==> config.mk <==
export PLATFORM = sky130hd
export DESIGN_NAME = hack_branch_pc
export DESIGN_NICKNAME = d
export VERILOG_FILES = /design/src/rtl/hack_pkg.sv /design/src/rtl/hack_ras.sv /design/src/rtl/hack_branch_pc.sv
export SDC_FILE = /design/constraint.sdc
export NUM_CORES = 1
export LEC_CHECK = 0
export ABC_CLOCK_PERIOD_IN_PS = 9000
export CAP_MARGIN = 10
export CORE_MARGIN = 2
export CORE_UTILIZATION = 25
export CTS_CLUSTER_SIZE = 24
export DETAILED_ROUTE_END_ITERATION = 16
export MAX_ROUTING_LAYER = met4
export PLACE_DENSITY = 0.39
export SLEW_MARGIN = 20
export SYNTH_ARGS = -nofsm -noshare
export SYNTH_HDL_FRONTEND = slang
export SYNTH_SLANG_ARGS = --single-unit
==> constraint.sdc <==
create_clock -name clk -period 9 [get_ports clk]
set_clock_uncertainty 0.2 [all_clocks]
set_input_delay 1.8 -clock clk [delete_from_list [all_inputs] [get_ports clk]]
set_output_delay 1.8 -clock clk [all_outputs]
set_load 0.02 [all_outputs]
==> src/rtl/hack_pkg.sv <==
// Shared types for the Hack PC/branch path: jump-field encoding and the jump condition.
// Default sizes are the reference Hack geometry (32K-word ROM, 8-deep return stack).
package hack_pkg;

  localparam int PC_W_DEF      = 15;
  localparam int RAS_DEPTH_DEF = 8;
  localparam int CNT_W_DEF     = 16;

  typedef enum logic [2:0] {
    JNULL = 3'b000,
    JGT   = 3'b001,
    JEQ   = 3'b010,
    JGE   = 3'b011,
    JLT   = 3'b100,
    JNE   = 3'b101,
    JLE   = 3'b110,
    JMP   = 3'b111
  } jump_e;

  // Each jjj bit enables one ALU sign class: bit2 negative, bit1 zero, bit0 positive.
  // zr=ng=1 cannot come from the ALU and is deliberately evaluated literally.
  function automatic logic jump_cond(input logic is_c, input jump_e jjj,
                                     input logic zr, input logic ng);
    return is_c & ((jjj[2] & ng) | (jjj[1] & zr) | (jjj[0] & ~zr & ~ng));
  endfunction

endpackage

==> src/rtl/hack_ras.sv <==
// Circular return-address stack; push overwrites the oldest entry when full, pop when empty is a no-op.
// Single-cycle update; pop has priority over push; ovf/unf are combinational pulses for the caller.
module hack_ras
  import hack_pkg::*;
#(
  parameter int  PC_W      = PC_W_DEF,
  parameter int  RAS_DEPTH = RAS_DEPTH_DEF,
  localparam int CW        = $clog2(RAS_DEPTH + 1),
  localparam int PTR_W     = $clog2(RAS_DEPTH)
) (
  input  logic            clk,
  input  logic            rst,
  input  logic            push_vld,
  input  logic [PC_W-1:0] push_dat,
  input  logic            pop_vld,
  output logic [PC_W-1:0] top_dat,
  output logic [CW-1:0]   count,
  output logic            empty,
  output logic            ovf_pulse,
  output logic            unf_pulse
);

  localparam logic [PTR_W-1:0] LAST_IDX = PTR_W'(RAS_DEPTH - 1);

  logic [PC_W-1:0]  mem_q [RAS_DEPTH];
  logic [PC_W-1:0]  mem_d [RAS_DEPTH];
  logic [PTR_W-1:0] sp_q, sp_d;
  logic [CW-1:0]    cnt_q, cnt_d;
  logic [PTR_W-1:0] top_idx;
  logic             full;

  // sp_q is the next free slot; the newest entry sits just below it, modulo depth.
  assign top_idx = (sp_q == '0) ? LAST_IDX : sp_q - PTR_W'(1);
  assign top_dat = mem_q[top_idx];
  assign full    = (cnt_q == CW'(RAS_DEPTH));
  assign empty   = (cnt_q == '0);
  assign count   = cnt_q;

  assign ovf_pulse = push_vld & ~pop_vld & full;
  assign unf_pulse = pop_vld & empty;

  always_comb begin
    mem_d = mem_q;
    sp_d  = sp_q;
    cnt_d = cnt_q;
    if (pop_vld) begin
      if (!empty) begin
        sp_d  = top_idx;
        cnt_d = cnt_q - CW'(1);
      end
    end else if (push_vld) begin
      mem_d[sp_q] = push_dat;
      sp_d        = (sp_q == LAST_IDX) ? '0 : sp_q + PTR_W'(1);
      if (!full) begin
        cnt_d = cnt_q + CW'(1);
      end
    end
  end

  always_ff @(posedge clk or posedge rst) begin
    if (rst) begin
      mem_q <= '{default: '0};
      sp_q  <= '0;
      cnt_q <= '0;
    end else begin
      mem_q <= mem_d;
      sp_q  <= sp_d;
      cnt_q <= cnt_d;
    end
  end

endmodule

==> src/rtl/hack_branch_pc.sv <==
// Hack PC/branch unit: priority stall > ret > jump > increment, with call/return stack and stats.
// New pc and taken appear one clock after inputs are sampled; stall freezes all state for that cycle.
module hack_branch_pc
  import hack_pkg::*;
#(
  parameter int PC_W      = PC_W_DEF,
  parameter int RAS_DEPTH = RAS_DEPTH_DEF,
  parameter int CNT_W     = CNT_W_DEF
) (
  input  logic                             clk,
  input  logic                             rst,
  input  logic                             stall,
  input  logic                             is_c,
  input  logic [2:0]                       jjj,
  input  logic                             zr,
  input  logic                             ng,
  input  logic [PC_W-1:0]                  target,
  input  logic                             call,
  input  logic                             ret,
  input  logic                             clr_flags,
  output logic [PC_W-1:0]                  pc,
  output logic                             taken,
  output logic [$clog2(RAS_DEPTH+1)-1:0]   ras_count,
  output logic                             ras_ovf,
  output logic                             ras_unf,
  output logic [CNT_W-1:0]                 jump_cnt
);

  logic [PC_W-1:0]  pc_q, pc_d;
  logic             taken_q, taken_d;
  logic [CNT_W-1:0] jump_cnt_q, jump_cnt_d;
  logic             ras_ovf_q, ras_ovf_d;
  logic             ras_unf_q, ras_unf_d;

  logic             cond;
  logic             bump;
  logic [PC_W-1:0]  pc_inc;
  logic             push_vld;
  logic             pop_vld;
  logic [PC_W-1:0]  ras_top;
  logic             ras_empty;
  logic             ras_ovf_pulse;
  logic             ras_unf_pulse;

  assign cond   = jump_cond(is_c, jump_e'(jjj), zr, ng);
  assign pc_inc = pc_q + PC_W'(1);

  hack_ras #(
    .PC_W      (PC_W),
    .RAS_DEPTH (RAS_DEPTH)
  ) u_ras (
    .clk       (clk),
    .rst       (rst),
    .push_vld  (push_vld),
    .push_dat  (pc_inc),
    .pop_vld   (pop_vld),
    .top_dat   (ras_top),
    .count     (ras_count),
    .empty     (ras_empty),
    .ovf_pulse (ras_ovf_pulse),
    .unf_pulse (ras_unf_pulse)
  );

  always_comb begin
    pc_d       = pc_q;
    taken_d    = 1'b0;
    jump_cnt_d = jump_cnt_q;
    push_vld   = 1'b0;
    pop_vld    = 1'b0;
    bump       = 1'b0;
    if (!stall) begin
      if (ret) begin
        // A return on an empty stack falls through to the next instruction.
        pop_vld = 1'b1;
        if (!ras_empty) begin
          pc_d    = ras_top;
          taken_d = 1'b1;
          bump    = 1'b1;
        end else begin
          pc_d = pc_inc;
        end
      end else if (cond) begin
        pc_d     = target;
        taken_d  = 1'b1;
        bump     = 1'b1;
        push_vld = call;
      end else begin
        pc_d = pc_inc;
      end
    end
    if (bump && (jump_cnt_q != '1)) begin
      jump_cnt_d = jump_cnt_q + CNT_W'(1);
    end
  end

  // Kept apart from the mux above: the stack's pulses are derived from push_vld/pop_vld.
  always_comb begin
    ras_ovf_d = (ras_ovf_q & ~clr_flags) | ras_ovf_pulse;
    ras_unf_d = (ras_unf_q & ~clr_flags) | ras_unf_pulse;
  end

  always_ff @(posedge clk or posedge rst) begin
    if (rst) begin
      pc_q       <= '0;
      taken_q    <= 1'b0;
      jump_cnt_q <= '0;
      ras_ovf_q  <= 1'b0;
      ras_unf_q  <= 1'b0;
    end else begin
      pc_q       <= pc_d;
      taken_q    <= taken_d;
      jump_cnt_q <= jump_cnt_d;
      ras_ovf_q  <= ras_ovf_d;
      ras_unf_q  <= ras_unf_d;
    end
  end

  assign pc       = pc_q;
  assign taken    = taken_q;
  assign jump_cnt = jump_cnt_q;
  assign ras_ovf  = ras_ovf_q;
  assign ras_unf  = ras_unf_q;

endmodule

* Yosys cells after proc, flatten, opt, wreduce, memory -nomap -nowiden
Index checks and enable logic that the tools add are counted.
Storage, ports and cells: register bits 161, output and inout bits 38, word-level logic and storage cells 84, input port bits 27
Cells by class: mux-type cells 27, equal/unequal tests 5, bitwise logic cells 20, reductions and logical operators 8, magnitude comparators 3, add/subtract/negate cells 6
Operators by type and width (number):
- 120-bit bitwise mux | 1
- 15-bit 2-to-1 mux | 6
- 15-bit binary-select mux with 3-bit select | 1
- 15-bit demux with 3-bit select | 1
- 16-bit by 1-bit adder with 16-bit output, second input constant | 1
- 4-bit 2-to-1 mux | 4
- 16-bit inequality test, second input constant | 1
- 15-bit by 1-bit adder with 15-bit output, second input constant | 1
- 3-bit 2-to-1 mux | 5
- 1-bit AND | 10
- 1-bit 2-to-1 mux | 9
- 4-bit >= comparator, second input constant | 2
- 3-bit inverter with 4-bit output | 2
- 4-bit by 1-bit adder with 4-bit output, second input constant | 1
- 4-bit equality test, second input constant | 1
- 4-bit logical NOT | 1
- 4-bit by 1-bit less-than comparator with 1-bit output, second input constant | 1
- 1-bit inverter | 4
- 1-bit bitwise OR | 4
- 2-bit AND reduction | 2
- 4-bit by 1-bit subtractor with 4-bit output, second input constant | 1
- 3-bit by 1-bit adder with 3-bit output, second input constant | 1
- 3-bit equality test, second input constant | 1
- 3-bit logical NOT | 1
- 6 further kinds | 7

* Depth between registers and ports, before layout
Gate-level depths: netlist of the first run.
word-level depth 11, mapped depth 12, mapped depth without buffers 9

* Modules after synthesis
Synthesis of the first run repeated with hierarchy kept, for this count alone.
Second synthesis, totals: cells, all modules 605, area total of the unflattened synthesis 8100.3 um^2
Modules (own cells, without submodules):
- hack_ras | times used 1, cells an instance 364, area an instance 5898.2 um^2, sequential area each 3178.0 um^2
- hack_branch_pc | times used 1, cells an instance 241, area an instance 2202.1 um^2, sequential area each 850.8 um^2

* Worst setup path after synthesis of the first run
Ideal clock, no wire load.
kind input to register, start point input port stall, end point register u_ras.cnt_q[3] (netlist: u_ras.count[3]), library setup time 0.143 ns, setup slack 5.259 ns, path buffers 0, stages on the path 9, required time 8.657 ns, arrival 3.398 ns, cells stage by stage clkinv_1 nand2_1 inv_2 ha_1 a21o_1 a21oi_1 mux2_2 a21oi_1 a31oi_1
On the way: longest elaborated chain between the ends 3, elaborated cells between the ends (all ways) 7, classes of those cells eq/ne: 2; mux: 3; reduce/logical: 2
Ends and longest elaborated chain:
- start, declared | RTL line hack_branch_pc.sv:12 | input logic stall,
- 1-bit 2-to-1 mux | RTL line hack_branch_pc.sv:71 | if (!stall) begin
- 2-bit by 1-bit inequality test with 1-bit output (no source line) (tied with other cells)
- 3-bit AND reduction (no source line)
- end signal, assigned | RTL line hack_ras.sv:68 | cnt_q <= cnt_d;
- end, declared | RTL line hack_ras.sv:28 | logic [CW-1:0] cnt_q, cnt_d;
Several ways; a longest one is shown, not always the timed one. A chain may end at the register's enable or synchronous reset.

* Worst setup path in the final report of the first run
Ends and elaborated chain as after synthesis.

==> results.tsv, run 1 <==
stage	metric	value	unit
floorplan	die area	0.0327	mm²
route	WL per Instance	19.5	µm
worst_setup_path	startpoint types	input port	
worst_setup_path	WP buf/inv	4	
clocking	Post-CTS Hold Buffers	0	
worst_setup_path	slowest stage cell, crit path	nand2_1	
cells_and_area	Area growth syn-to-layout	20.7	%
clocking	clock latency on the worst-skew pair	0.44	ns
clocking	TritonCTS buffer count	17	
synthesis	EDFF count, synth	0	
grt	first-pass GRT wire length	36000	µm
clocking	CTS tree	built	
power_and_ir_drop	LEAKAGE	0.00396	µW
power_and_ir_drop	Design Power	3280	µW
synthesis	Ys Warns	0	
sta	Slew HR	0.365	
cells_and_area	# diodes	0	
clocking	post-CTS resize count	0	
power_and_ir_drop	Sw Ratio	0.390	
worst_setup_path	CP max FO	22	
grt	initial antenna violation count	0	
worst_setup_path	Crit path largest cell delay	0.58	ns
route	Via-to-Cell Ratio	4.82	
synthesis	Adder-Cell Fraction of Synth Area	0.0153	
sta	Worst Tran Pin Value	0.952	ns
floorplan	die width	181	µm
synthesis	Post-Synth XOR/XNOR Area	0.0357	
power_and_ir_drop	IR drop worst, VDD	0.153	mV
clocking	H-tree levels	4	
worst_hold_path	Worst Hold Class	register to register	
clocking	Setup Fix Bufs, Post-CTS	0	
synthesis	multiplexer share of the synthesized area	0.102	
synthesis	sequential-to-total area share from yosys stat	0.515	
power_and_ir_drop	combinational share of power	0.391	
power_and_ir_drop	Psw	1280	µW
placement	Placer Congestion	0.776	
synthesis	simple-gate share of the synthesized area	0.140	
route	DRT antenna net count	0	
synthesis	post-synthesis cell type count	68	
route	DR vias	5743	
cells_and_area	most common cell after layout, fill and taps aside	dfrtp_1	
clocking	TritonCTS Sinks	161	
floorplan	# IOs	65	
worst_setup_path	worst-path cell chain	clkdlybuf4s50_1, buf_4, clkinv_1, nand2_1, inv_2, ha_1, a21o_1, a21oi_1, mux2_2, a21oi_1, a31oi_1	
placement	DP Wirelength	14700	µm
clocking	clk root buf	clkbuf_16	
run_status	status	finished clean	
clocking	Max Root-Sink Buffers	2	
sta	fin crit share	0.544	
power_and_ir_drop	internal power	2000	µW
flow_run	max_cap viols	0	
sta	fin. max-slew vios	0	
route	drt drc	0	
sta	Finish-stage setup viols	0	
worst_setup_path	Crit Path Class	input port to register	
cells_and_area	post-layout net count	818	
floorplan	row cnt	64	
worst_setup_path	crit path DAT	5.00	ns
floorplan	core area	0.0307	mm²
route	Pre-antenna DRT Iters	5	
power_and_ir_drop	P per Cell Area	347	mW/mm²
worst_setup_path	CP endpoint kind	register	
grt	Total GRT Usage	0.150	
worst_setup_path	Worst EP required	9.10	ns
synthesis	Mapped Nets	772	
grt	vias in the first global route	5689	
cells_and_area	share of cells above drive strength 1	0.138	
power_and_ir_drop	Sequential Power Share	0.368	
route	DRC marker count from the first detailed-route iteration	446	
cells_and_area	fillers	3162	
floorplan	Initial Util	0.255	
cells_and_area	most frequent cells in the layout	dfrtp_1, a21oi_1, nor2_1, clkdlybuf4s50_1, nand2_1	
power_and_ir_drop	clock share of power	0.241	
synthesis	FFs w/ async S/R, synth	1.00	
synthesis	largest family of logic cells by synthesized area	compound AO/OA/AOI/OAI gates	
sta	unrepaired setup endpoints after global routing	false	
sta	Fin Setup TNS	0	ns
placement	PortBufs	64	
grt	pin count of the biggest net entering global routing	98	
floorplan	die height	181	µm
synthesis	syn_area_per_cell	10.6	µm²
synthesis	Main synth FF type	dfrtp_1	
sta	Final min period	4.90	ns
synthesis	Synth Area in Compound Gates	0.150	
synthesis	cells after synthesis	736	
route	Routed WL	23300	µm
sta	Max Clock Freq	204	MHz
synthesis	Seq cells post-synth	161	
worst_setup_path	cell family with most CP delay	buffers and inverters	
clocking	CTS clk-pin slew, worst paths	0.07	ns
worst_setup_path	CP most frequent cell	a21oi_1	
sta	Final Hold Vio Count	0	
synthesis	mapped cell area	0.00783	mm²
grt	GRT Residual Overflow	0	
## flip-flops by register name (all words and copies together) (netlist names)
| signal | flops |
|---|---|
| u_ras.mem_q | 120 |
| jump_cnt | 16 |
| pc | 15 |
| u_ras.count | 4 |
| u_ras.sp_q | 3 |
| ras_ovf | 1 |
| ras_unf | 1 |
| taken | 1 |
## cell usage after synthesis, types with 3 or more instances
library cell / instances / area [µm²]
nand4_1: 13 / 81.3
buf_6: 8 / 90.1
a21oi_1: 113 / 566
nand2_1: 43 / 161
buf_2: 19 / 95.1
o22ai_1: 7 / 43.8
o21ai_1: 5 / 25.0
a31oi_1: 3 / 18.8
nand3_1: 17 / 85.1
xor2_1: 8 / 70.1
inv_1: 13 / 48.8
clkbuf_1: 18 / 67.6
xnor2_1: 22 / 193
a22oi_1: 6 / 45.0
and4_1: 5 / 43.8
o211ai_1: 4 / 30.0
dfrtp_1: 161 / 4030
and3_1: 7 / 43.8
nor4_1: 3 / 18.8
a211oi_1: 5 / 37.5
ha_1: 8 / 100
a221o_1: 7 / 70.1
nand2_4: 3 / 33.8
mux2_2: 10 / 113
nor3_1: 12 / 60.1
mux4_2: 28 / 631
mux2i_1: 3 / 30.0
a21o_1: 4 / 30.0
nor2_1: 111 / 417
o21ai_0: 25 / 125
## power by group through the flow
stage / logic (µW) / clock network, µW / registers [µW]
floorplan: 919 / 0 / 1180
global placement: 1300 / 0 / 1220
detailed placement: 1300 / 0 / 1220
CTS: 1300 / 810 / 1210
global route: 1410 / 845 / 1250
finish: 1280 / 790 / 1210
## cell families (layout without fill, tap and decap cells)
family	Yosys count	after routing
AO/OA/AOI/OAI	196	196
XOR/XNOR	31	31
flip-flops	161	161
adder cells (fa/ha/maj)	9	9
buffers and inverters	65	124
multiplexers	43	43
AND/OR/NAND/NOR	231	231
## metal layers
layer	wire [µm]	up-vias	track usage
met2	10500	140	0.219
met4	323	0	0.0438
met3	837	22	0.0274
met5	0	-	-
li1	-	2731	-
met1	11600	2850	0.212
## through the flow
stage	hold slack, ns	worst slack [ns]	instance area [µm²]	std cells	util
finish	0.280	4.10	9440	1191	0.308
global route	0.314	3.93	9440	1191	0.308
CTS	0.283	4.11	9440	1191	0.308
detailed placement	0.268	3.66	8820	1159	0.288
global placement	0.260	3.73	8820	1159	0.288
floorplan	0.244	2.65	7830	736	-
## area by class of cell
class	instances	area (µm²)	share of cell area
flip-flops and latches	161	4030	0.427
multi-input cells	510	3500	0.371
repair buffers	76	731	0.0774
well taps	396	495	0.0525
clock buffers	17	425	0.0451
clock inverters	15	196	0.0208
inverters	16	65.1	0.00689
## worst reg2reg max path: stages (launching register included)
cell and delay (ns):
dfrtp_1 0.36, buf_4 0.24, inv_2 0.46, ha_1 0.33
or2b_4 0.32, nand2_4 0.45, mux4_2 0.62, o22ai_1 0.17
a211oi_1 0.11, a221o_1 0.31
## worst paths after layout
check | startpoint | to | slack (ns) | cells past startpoint
worst max-delay path | stall | u_ras.count[3]$_DFFE_PP0P_ | 4.10 | 11
worst min-delay path | u_ras.mem_q[110]$_DFFE_PP0P_ | u_ras.mem_q[110]$_DFFE_PP0P_ | 0.28 | 2
worst max register to register | u_ras.sp_q[0]$_DFFE_PP0P_ | pc[5]$_DFFE_PP0N_ | 5.30 | 9
worst min register to register | u_ras.mem_q[110]$_DFFE_PP0P_ | u_ras.mem_q[110]$_DFFE_PP0P_ | 0.28 | 2
max in group asynchronous | rst | u_ras.mem_q[21]$_DFFE_PP0P_ | 5.49 | 3
min in group asynchronous | rst | u_ras.mem_q[73]$_DFFE_PP0P_ | 1.72 | 2
No activity file was read; power rests on OpenSTA's default activity.
==> run 2: changes to the inputs <==
- ABC_CLOCK_PERIOD_IN_PS: 9000 -> 3940
- PLACE_DENSITY: 0.39 -> 0.4
- clock period: 9 -> 3.94 ns (I/O delays scaled with it)
==> run 2 against run 1 <==
Via count grew 1.9%. Global-route usage is 0.26 points higher. Clock power grew 120%. Critical endpoint is now pc[5]$_DFFE_PP0N_. Largest power group unchanged.
==> results.tsv, run 2 (synthesis gave the netlist of run 1 again) <==
stage	metric	value	unit
sta	Slew HR	0.359	
sta	Worst Tran Pin Value	0.955	ns
sta	fin. max-slew vios	0	
worst_setup_path	CP endpoint kind	register	
worst_setup_path	Worst EP required	4.05	ns
worst_setup_path	Crit Path Class	register to register	
clocking	clk root buf	clkbuf_16	
clocking	TritonCTS buffer count	17	
clocking	Post-CTS Hold Buffers	0	
flow_run	max_cap viols	0	
sta	Fin Setup TNS	0	ns
grt	first-pass GRT wire length	37000	µm
worst_setup_path	Crit path largest cell delay	0.56	ns
placement	Placer Congestion	0.755	
power_and_ir_drop	Sw Ratio	0.385	
sta	unrepaired setup endpoints after global routing	false	
cells_and_area	Biggest register	u_ras.mem_q	
floorplan	core area	0.0307	mm²
grt	pin count of the biggest net entering global routing	62	
clocking	Setup Fix Bufs, Post-CTS	0	
floorplan	die area	0.0327	mm²
cells_and_area	fillers	3167	
clocking	H-tree levels	4	
cells_and_area	number of flip-flops in the largest register	120	
sta	fin crit share	0.771	
sta	Max Clock Freq	329	MHz
clocking	CTS clk-pin slew, worst paths	0.07	ns
worst_setup_path	CP max FO	22	
cells_and_area	share of cells above drive strength 1	0.164	
route	Pre-antenna DRT Iters	4	
power_and_ir_drop	internal power	4650	µW
power_and_ir_drop	IR drop worst, VDD	0.317	mV
grt	Total GRT Usage	0.152	
power_and_ir_drop	Sequential Power Share	0.364	
run_status	status	finished clean	
floorplan	row cnt	64	
power_and_ir_drop	combinational share of power	0.409	
power_and_ir_drop	LEAKAGE	0.00407	µW
grt	vias in the first global route	5902	
cells_and_area	most frequent cells in the layout	dfrtp_1, a21oi_1, nor2_1, clkdlybuf4s50_1, nand2_1	
route	Routed WL	23500	µm
placement	PortBufs	64	
worst_setup_path	startpoint types	register	
grt	GRT Residual Overflow	0	
power_and_ir_drop	clock share of power	0.227	
power_and_ir_drop	Psw	2910	µW
clocking	TritonCTS Sinks	161	
route	DRT antenna net count	0	
cells_and_area	post-layout net count	843	
clocking	CTS tree	built	
worst_hold_path	Worst Hold Class	register to register	
route	DRC marker count from the first detailed-route iteration	408	
clocking	clock latency on the worst-skew pair	0.43	ns
sta	Final Hold Vio Count	0	
route	drt drc	0	
placement	DP Wirelength	16000	µm
route	DR vias	5853	
cells_and_area	Area growth syn-to-layout	23.0	%
worst_setup_path	worst-path cell chain	inv_1, ha_1, or2b_4, nand2_4, mux4_2, o22ai_1, a211oi_1, a221o_1	
clocking	Max Root-Sink Buffers	2	
sta	WHS	0.279	ns
grt	initial antenna violation count	0	
clocking	post-CTS resize count	0	
worst_setup_path	crit path DAT	3.15	ns
route	Via-to-Cell Ratio	4.82	
worst_setup_path	slowest stage cell, crit path	mux4_2	
floorplan	die height	181	µm
sta	Final min period	3.04	ns
floorplan	die width	181	µm
power_and_ir_drop	P per Cell Area	786	mW/mm²
floorplan	# IOs	65	
cells_and_area	most common cell after layout, fill and taps aside	dfrtp_1	
floorplan	Initial Util	0.255	
cells_and_area	# diodes	0	
route	WL per Instance	19.4	µm
sta	Finish-stage setup viols	0	
-- run 2: changes by cell type in the layout (fill, tap and decap cells not counted) --
cell	change
buf_12	+1
buf_4	+24
bufinv_16	-1
clkbuf_8	+4
clkinv_2	-1
clkinv_4	+1
clkinvlp_4	+2
inv_6	-3
inv_8	-3
-- run 2: layout make-up --
cell class              count  area (µm²)  share of cell area
clock inverters            10         126              0.0131
flip-flops and latches    161        4030               0.419
clock buffers              21         480              0.0499
inverters                  16        63.8             0.00663
repair buffers            101         931              0.0967
well taps                 396         495              0.0515
multi-input cells         510        3500               0.364
-- run 2: per-layer routing --
layer  GRT usage  wire [µm]  vias to the layer above
met5           -          0                        -
li1            -          -                     2776
met4      0.0435        327                        0
met2       0.224      10600                      121
met1       0.217      11800                     2938
met3      0.0254        904                       18
-- run 2: stage by stage --
step	setup slack, ns	cells	util	instance area, µm²	total power [µW]
2_1_floorplan	0.909	736	-	7830	4800
3_3_place_gp	0.699	1184	0.294	9020	5880
3_5_place_dp	0.634	1184	0.294	9020	5890
4_1_cts	0.854	1215	0.314	9630	7650
5_1_grt	0.693	1215	0.314	9630	8060
6_report	0.903	1215	0.314	9630	7560
-- run 2: final timing paths --
kind                                                   start                           end  slack, ns  depth (start not counted)
worst min register to register  u_ras.mem_q[113]$_DFFE_PP0P_  u_ras.mem_q[113]$_DFFE_PP0P_       0.28                          2
min in group asynchronous                                rst   u_ras.mem_q[46]$_DFFE_PP0P_       0.65                          2
worst min-delay path            u_ras.mem_q[113]$_DFFE_PP0P_  u_ras.mem_q[113]$_DFFE_PP0P_       0.28                          2
worst max register to register     u_ras.sp_q[1]$_DFFE_PP0P_             pc[5]$_DFFE_PP0N_       0.90                          8
max in group asynchronous                                rst   u_ras.mem_q[37]$_DFFE_PP0P_       2.10                          3
worst max-delay path               u_ras.sp_q[1]$_DFFE_PP0P_             pc[5]$_DFFE_PP0N_       0.90                          8
-- run 2: power by group through the flow --
stage | Combinational (µW) | Sequential (µW) | Clock, µW
2_1_floorplan | 2100 | 2700 | 0
3_3_place_gp | 3090 | 2780 | 0
3_5_place_dp | 3110 | 2790 | 0
4_1_cts | 3130 | 2760 | 1760
5_1_grt | 3380 | 2850 | 1830
6_report | 3090 | 2760 | 1720
-- run 2: worst max-delay path: cells and delay by family, from the launching register on --
family | cells | cell delay (ns)
AOI/OAI and AO/OA | 3 | 0.62
adders and majority gates | 1 | 0.24
buffers and inverters | 1 | 0.15
DFF | 1 | 0.45
muxes | 1 | 0.56
and+or+nand+nor | 2 | 0.68
